[config.mk]
export PLATFORM = sky130hd
export DESIGN_NAME = instr_seq
export DESIGN_NICKNAME = d
export VERILOG_FILES = /design/src/rtl/instr_seq.sv
export SDC_FILE = /design/constraint.sdc
export NUM_CORES = 1
export LEC_CHECK = 0
export CAP_MARGIN = 15
export CORE_UTILIZATION = 55
export CTS_CLUSTER_DIAMETER = 40
export CTS_CLUSTER_SIZE = 12
export DETAILED_ROUTE_END_ITERATION = 16
export GPL_TIMING_DRIVEN = 0
export HOLD_SLACK_MARGIN = 0.06
export PLACE_DENSITY = 0.8
export REMOVE_ABC_BUFFERS = 1
export SETUP_SLACK_MARGIN = 0.3
export SYNTH_ARGS = -nofsm -noshare
export SYNTH_HDL_FRONTEND = slang
export SYNTH_SLANG_ARGS = --single-unit
[constraint.sdc]
create_clock -name Clock -period 9.34 [get_ports Clock]
set_input_delay 1.401 -clock Clock [delete_from_list [all_inputs] [get_ports Clock]]
set_output_delay 1.401 -clock Clock [all_outputs]
set_load 0.02 [all_outputs]
[src/rtl/instr_seq.sv]
// Instruction sequencer: a small instruction FIFO filled by the host and
// drained one word at a time into the processor. Each word is presented
// for a single ISSUE cycle. The sequencer then waits for the processor's
// Done strobe. If Done never arrives, a watchdog moves the sequencer into
// a sticky ERROR state.
module instr_seq #(
    parameter int DEPTH   = 8,
    parameter int TIMEOUT = 8
) (
    input  logic        Clock,
    input  logic        Resetn,
    input  logic        WrEn,
    input  logic [15:0] WrData,
    input  logic        Start,
    input  logic        Clear,
    input  logic        Done,
    output logic [15:0] DIN,
    output logic        Run,
    output logic        Full,
    output logic        Empty,
    output logic        Busy,
    output logic        Err,
    output logic        Ovf,
    output logic [7:0]  ExecCount
);

    localparam int AW = (DEPTH > 1) ? $clog2(DEPTH) : 1;
    localparam int CW = AW + 1;
    localparam int TW = (TIMEOUT > 1) ? $clog2(TIMEOUT + 1) : 1;

    localparam logic [CW-1:0] DEPTH_C      = CW'(DEPTH);
    localparam logic [TW-1:0] TIMEOUT_LAST = TW'(TIMEOUT - 1);

    localparam logic [1:0] S_IDLE  = 2'd0;
    localparam logic [1:0] S_ISSUE = 2'd1;
    localparam logic [1:0] S_WAIT  = 2'd2;
    localparam logic [1:0] S_ERROR = 2'd3;

    logic [15:0]   mem_r [DEPTH];
    logic [AW-1:0] wr_ptr_r;
    logic [AW-1:0] rd_ptr_r;
    logic [CW-1:0] count_r;
    logic [1:0]    state_r;
    logic [TW-1:0] wait_cnt_r;
    logic [7:0]    exec_count_r;
    logic          err_r;
    logic          ovf_r;

    logic [1:0]    state_n_s;
    logic [TW-1:0] wait_cnt_n_s;
    logic [7:0]    exec_count_n_s;
    logic          err_n_s;
    logic          full_s;
    logic          empty_s;
    logic          pop_s;
    logic          push_s;
    logic          ovf_set_s;

    assign full_s  = (count_r == DEPTH_C);
    assign empty_s = (count_r == {CW{1'b0}});
    // The head leaves the FIFO at the end of the ISSUE cycle. Because the
    // pop frees a slot, a push in the same cycle is legal even when full.
    assign pop_s     = (state_r == S_ISSUE) && !empty_s;
    assign push_s    = WrEn && (!full_s || pop_s);
    assign ovf_set_s = WrEn && full_s && !pop_s;

    // Next-state logic for the sequencer FSM, watchdog and completion count
    always_comb begin
        state_n_s      = state_r;
        wait_cnt_n_s   = wait_cnt_r;
        exec_count_n_s = exec_count_r;
        err_n_s        = err_r;
        case (state_r)
            S_IDLE: begin
                if (Start && !empty_s) begin
                    state_n_s      = S_ISSUE;
                    exec_count_n_s = 8'd0;
                end else begin
                    state_n_s = S_IDLE;
                end
            end
            S_ISSUE: begin
                state_n_s    = S_WAIT;
                wait_cnt_n_s = {TW{1'b0}};
            end
            S_WAIT: begin
                if (Done) begin
                    exec_count_n_s = exec_count_r + 8'd1;
                    wait_cnt_n_s   = {TW{1'b0}};
                    if (!empty_s) begin
                        state_n_s = S_ISSUE;
                    end else begin
                        state_n_s = S_IDLE;
                    end
                end else if (wait_cnt_r == TIMEOUT_LAST) begin
                    state_n_s = S_ERROR;
                    err_n_s   = 1'b1;
                end else begin
                    wait_cnt_n_s = wait_cnt_r + {{(TW-1){1'b0}}, 1'b1};
                end
            end
            S_ERROR: begin
                state_n_s = S_ERROR;
            end
            default: begin
                state_n_s = S_IDLE;
            end
        endcase
    end

    // Control state: reset clears everything, Clear flushes and recovers but keeps ExecCount
    always_ff @(posedge Clock) begin
        if (!Resetn) begin
            state_r      <= S_IDLE;
            wr_ptr_r     <= {AW{1'b0}};
            rd_ptr_r     <= {AW{1'b0}};
            count_r      <= {CW{1'b0}};
            wait_cnt_r   <= {TW{1'b0}};
            exec_count_r <= 8'd0;
            err_r        <= 1'b0;
            ovf_r        <= 1'b0;
        end else if (Clear) begin
            state_r    <= S_IDLE;
            wr_ptr_r   <= {AW{1'b0}};
            rd_ptr_r   <= {AW{1'b0}};
            count_r    <= {CW{1'b0}};
            wait_cnt_r <= {TW{1'b0}};
            err_r      <= 1'b0;
            ovf_r      <= 1'b0;
        end else begin
            state_r      <= state_n_s;
            wait_cnt_r   <= wait_cnt_n_s;
            exec_count_r <= exec_count_n_s;
            err_r        <= err_n_s;
            if (ovf_set_s) begin
                ovf_r <= 1'b1;
            end
            if (push_s) begin
                wr_ptr_r <= wr_ptr_r + {{(AW-1){1'b0}}, 1'b1};
            end
            if (pop_s) begin
                rd_ptr_r <= rd_ptr_r + {{(AW-1){1'b0}}, 1'b1};
            end
            if (push_s && !pop_s) begin
                count_r <= count_r + {{(CW-1){1'b0}}, 1'b1};
            end else if (pop_s && !push_s) begin
                count_r <= count_r - {{(CW-1){1'b0}}, 1'b1};
            end
        end
    end

    // FIFO storage; a push coincident with reset or Clear is discarded
    always_ff @(posedge Clock) begin
        if (Resetn && !Clear && push_s) begin
            mem_r[wr_ptr_r] <= WrData;
        end
    end

    // Moore output decode: the head word is visible only during ISSUE
    always_comb begin
        if (state_r == S_ISSUE) begin
            DIN = mem_r[rd_ptr_r];
            Run = 1'b1;
        end else begin
            DIN = 16'h0000;
            Run = 1'b0;
        end
    end

    assign Busy      = (state_r == S_ISSUE) || (state_r == S_WAIT);
    assign Full      = full_s;
    assign Empty     = empty_s;
    assign Err       = err_r;
    assign Ovf       = ovf_r;
    assign ExecCount = exec_count_r;

endmodule

== After elaboration in Yosys (flattened, before gate mapping) ==
Memory sizes are Yosys's and may differ from the RTL's. A register that Yosys moved wholly into a read port is not among the register bits.
Cells that the tools add are included.
Storage, ports and cells
  RAM bits: 128
  memories: 1
  input port bits: 22
  logic and storage cells: 71
  output and inout port bits: 30
  bits in registers: 26
Memories
  mem_r: depth 8, width 16, read ports 1, clocked after Yosys merged registers in 1, wr ports 1, RTL line 39  | logic [15:0] mem_r [DEPTH];
Cells by class
  equal/unequal tests: 9
  mux-type cells: 19
  add/subtract/negate cells: 6
  reductions and logical operators: 25
  bitwise operators: 3
Operators with widths (number)
  16-bit 2-to-1 mux: 1
  4-bit 2-to-1 mux: 4
  8-bit 2-to-1 mux: 2
  8-bit one-hot mux with 2 select lines: 1
  1-bit logical AND: 9
  4-bit by 1-bit adder with 4-bit output (second input constant): 2
  8-bit by 1-bit adder with 8-bit output (second input constant): 1
  2-bit one-hot mux with 4 select lines: 1
  4-bit one-hot mux with 2 select lines: 1
  3-bit by 1-bit adder with 3-bit output (second input constant): 2
  3-bit 2-to-1 mux: 2
  3-bit inequality test (second input constant): 2
  2-bit nonzero test: 3
  1-bit logical NOT: 5
  1-bit 2-to-1 mux: 5
  2-bit == test (second input constant): 2
  4-bit by 3-bit == test with 1-bit output (second input constant): 1
  4-bit == test (second input constant): 1
  4-bit logical NOT: 1
  2-bit 2-to-1 mux: 2
  2-bit inequality test (second input constant): 2
  4-bit AND reduction: 1
  4-bit by 1-bit subtractor with 4-bit output (second input constant): 1
  1-bit NOT: 3
  other kinds (6): 7

== Depth between registers and ports, before layout ==
  depth in word-level cells: 9
  mapped depth: 11
  depth with buffers taken out: 11

== Worst setup path before layout ==
No wires, ideal clock.
  path type: input to register
  start: input port Resetn
  end: memory mem_r[0][0] (enable)
  data required time: 8.910 ns
  setup time: 0.430 ns
  stages: 4
  path buffers: 1
  path slack: 5.448 ns
  arrival time: 3.462 ns
  path through: buf_6 > nor2b_1 > nand2b_1 > nor4_1
Between the ends
  longest elaborated chain between the ends: 4
Ends and longest elaborated chain
  start, declared: RTL line 11  | input logic Resetn,
  1-bit logical AND (2 in series): RTL line 154  | if (Resetn && !Clear && push_s) begin
  1-bit 2-to-1 mux: RTL line 154
  1-bit 2-to-1 mux (not written as such): RTL line 155  | mem_r[wr_ptr_r] <= WrData;
  end, declared: RTL line 39
Every way passes these cells.

==> impl_results.md <==
- Status: finished clean
- Setup TNS: 0 ns
- Via density per instance: 5.82
- Post-Syn Area: 6420 sq um
- Reg2reg setup slack: 6.12 ns
- Switching Share: 0.194
- Ys flop type: edfxtp_1
- Clock power frac: 0.446
- HP Class: register to register
- Die width: 110 um
- Hold path endpoint: Err
- Sequential share of power: 0.513
- #FFs+latches synth: 157
- Buffers on Ports: 51
- Core Box Area: 11,400 sq um
- Gr usage total: 0.214
- Max-slew violations: 0
- Post-synthesis xor/xnor area fraction: 0.0109
- Slew headroom: 0.230
- Routed wire length: 12,000 um
- Most frequent cells in the layout: edfxtp_1, clkdlybuf4s50_1, mux4_2, dfxtp_1
- DP HPWL: 7860 um
- Worst Max-Slew Pin Slew: 1.15 ns
- Commonest non-fill, non-tap cell in the layout: edfxtp_1
- Final worst slack: 5.25 ns
- GP Congestion: 0.770
- Logic gate share of total power: 0.041
- Leakage: 2.50 nW
- Vias: 3,502
- Adder-cell share of the synthesized area: 0.0246
- # diodes: 0
- # fillers: 755
- H-Tree Depth: 4
- Fin. Hold Viols: 0
- Crit path capture type: primary output
- CTS Hold Bufs: 0
- Resized Gates After CTS: 0
- Synth cell types: 47
- Initial Util: 0.562
- Avg WL per Cell: 20.0 um
- Leading post-synthesis cells by cell area: edfxtp_1, mux4_2, dfxtp_1
- Largest net degree at the start of global routing: 33
- FF-to-FF End: mem_r[5][8]
- Post-Synth Simple-Gate Area: 0.0735
- Largest family of logic cells by synthesized area: multiplexers
- Mapped Cells: 381
- DRC: 0
- CTS tree: done
- Full die area: 12,100 sq um
- Post-synth EDFFs: 128
- Hold Path Origin: Err
- Tmin final: 4.09 ns
- Mux cell area share after synthesis: 0.142
- Seq/Total Area, Yosys: 0.689
- Nets@finish: 480
- Yosys top cell area share: 0.599
- Power Density: 191 nW/um^2
- YS warnings: 0
- Share of flip-flops with an asynchronous set or reset: 0
- Cts bufs inserted: 17
- First-pass GRT wire length: 18,200 um
- R2R depth: 7
- Maxcap violations: 0
- Clock Tree Buf Depth: 2
- Fmax: 244 MHz
- Clock-pin slew on the worst setup and hold paths: 0.06 ns
- Initial antenna violation count: 0
- Num ports: 52
- DRT iter0 DRCs: 225
- Max Fanout on Critical Path: 20
- Crit path DAT: 2.69 ns
- RSZ-0062 raised after global routing: no
- Period utilization: 0.438
- Number of global-route vias before repair: 3,445
- Share of cells above drive strength 1: 0.214
- Root buffer cell: clkbuf_16
- Clock Skew: 0.0109 ns
- Largest area contributor in the netlist: edfxtp_1
- Core Rows: 39
- Hold path depth: 2
- Gr ovfl total: 0
- Routed Antenna Nets: 0
- Reg2reg start: state_r[1]
- Tot Pwr: 0.00149 W
- Die Height: 110 um
- Kind of critical path: register to primary output
- Post-Syn Area per Cell: 16.8 sq um
- VDD IR max: 122 uV
- DR pass1 iterations: 4
- Pre-CTS setup slack: 5.16 ns
- Synth Area in Compound Gates: 0.0384
- Power Internal: 0.00120 W
- Critical path startpoint category: register
- Final setup viols: 0
- Area growth, synth to finish: 21.4%
- Clk_lat worst skew: 0.42 ns
- Post-CTS Setup Inserts: 0
- Switching power: 0.000290 W
- Req. time, crit path: 7.94 ns
- CTS Sinks: 157
[stage by stage]
stage	cells	hold WS (ns)	area, sq um	utilization
after floorplan	362	0.454	6310	-
after global placement	556	0.458	7000	0.613
after detailed placement	570	0.465	7200	0.631
after CTS	602	0.485	7790	0.682
after global routing	602	0.506	7790	0.682
final	602	0.482	7790	0.682
[cells in the mapped netlist, types with 5 or more instances]
master,number
edfxtp_1,128
mux4_2,32
dfxtp_1,29
mux2i_1,19
nor2_1,19
nor2b_1,19
nand2_1,18
a21oi_1,14
ha_1,11
nand3_1,10
clkbuf_1,8
inv_1,8
buf_2,5
o21ai_0,5
xnor2_1,5
[power groups by stage]
stage	Sequential (W)	Clock, W	Combinational, W
2_1_floorplan	0.000779	0	0.0000307
3_3_place_gp	0.000780	0	0.0000564
3_5_place_dp	0.000780	0	0.0000612
4_1_cts	0.000765	0.000674	0.0000614
5_1_grt	0.000766	0.000695	0.0000663
6_report	0.000765	0.000665	0.0000610
[worst max-delay path, cell delays in order (launching register included)]
cell and delay (ns):
dfxtp_2 0.65, buf_12 0.27, mux4_2 0.56, mux2i_1 0.15, nor2b_1 0.09, clkdlybuf4s50_1 0.54
[metal layers]
metal  global-route usage  routed length (um)  vias up
met5                    0                   0        -
met4               0.0848                 168        0
met3               0.0547                 554       18
met2                0.359                6130       90
met1                0.268                5190     1782
li1                     -                   -     1612
[cell families after synthesis]
kind of cell | count (synthesis)
flip-flops | 157
AND/OR/NAND/NOR | 90
multiplexers | 51
AO/OA/AOI/OAI | 35
buffers and inverters | 28
adder cells (fa/ha/maj) | 12
XOR/XNOR | 8
[how the worst max path moves through the flow]
stage,cells after the start,from,slack (ns),end
2_1_floorplan,3,Resetn,5.56,mem_r[0][0]
3_3_place_gp,4,Resetn,3.26,mem_r[4][4]
3_5_place_dp,5,Resetn,5.16,mem_r[6][3]
4_1_cts,5,register,5.19,DIN[15]
5_1_grt,5,register,5.06,DIN[15]
6_report,5,register,5.25,DIN[15]
[registers in the layout, summed over array words and instances (netlist names), named ones only]
name and count:
Err 1, wait_cnt_r 4, rd_ptr_r 3, count_r 4, Ovf 1, mem_r 128, wr_ptr_r 3, state_r 2
ExecCount 8
[final cells by class]
type | instances | area [sq um] | share of cell area
Multi-Input combinational cell | 196 | 1900 | 0.244
Sequential cell | 157 | 4430 | 0.568
Clock buffer | 28 | 567 | 0.0728
Timing Repair Buffer | 65 | 658 | 0.0845
Tap cell | 143 | 179 | 0.0230
Inverter | 9 | 33.8 | 0.00434
Clock inverter | 4 | 23.8 | 0.00305
Note: power is estimated with default switching activity, not from simulation.
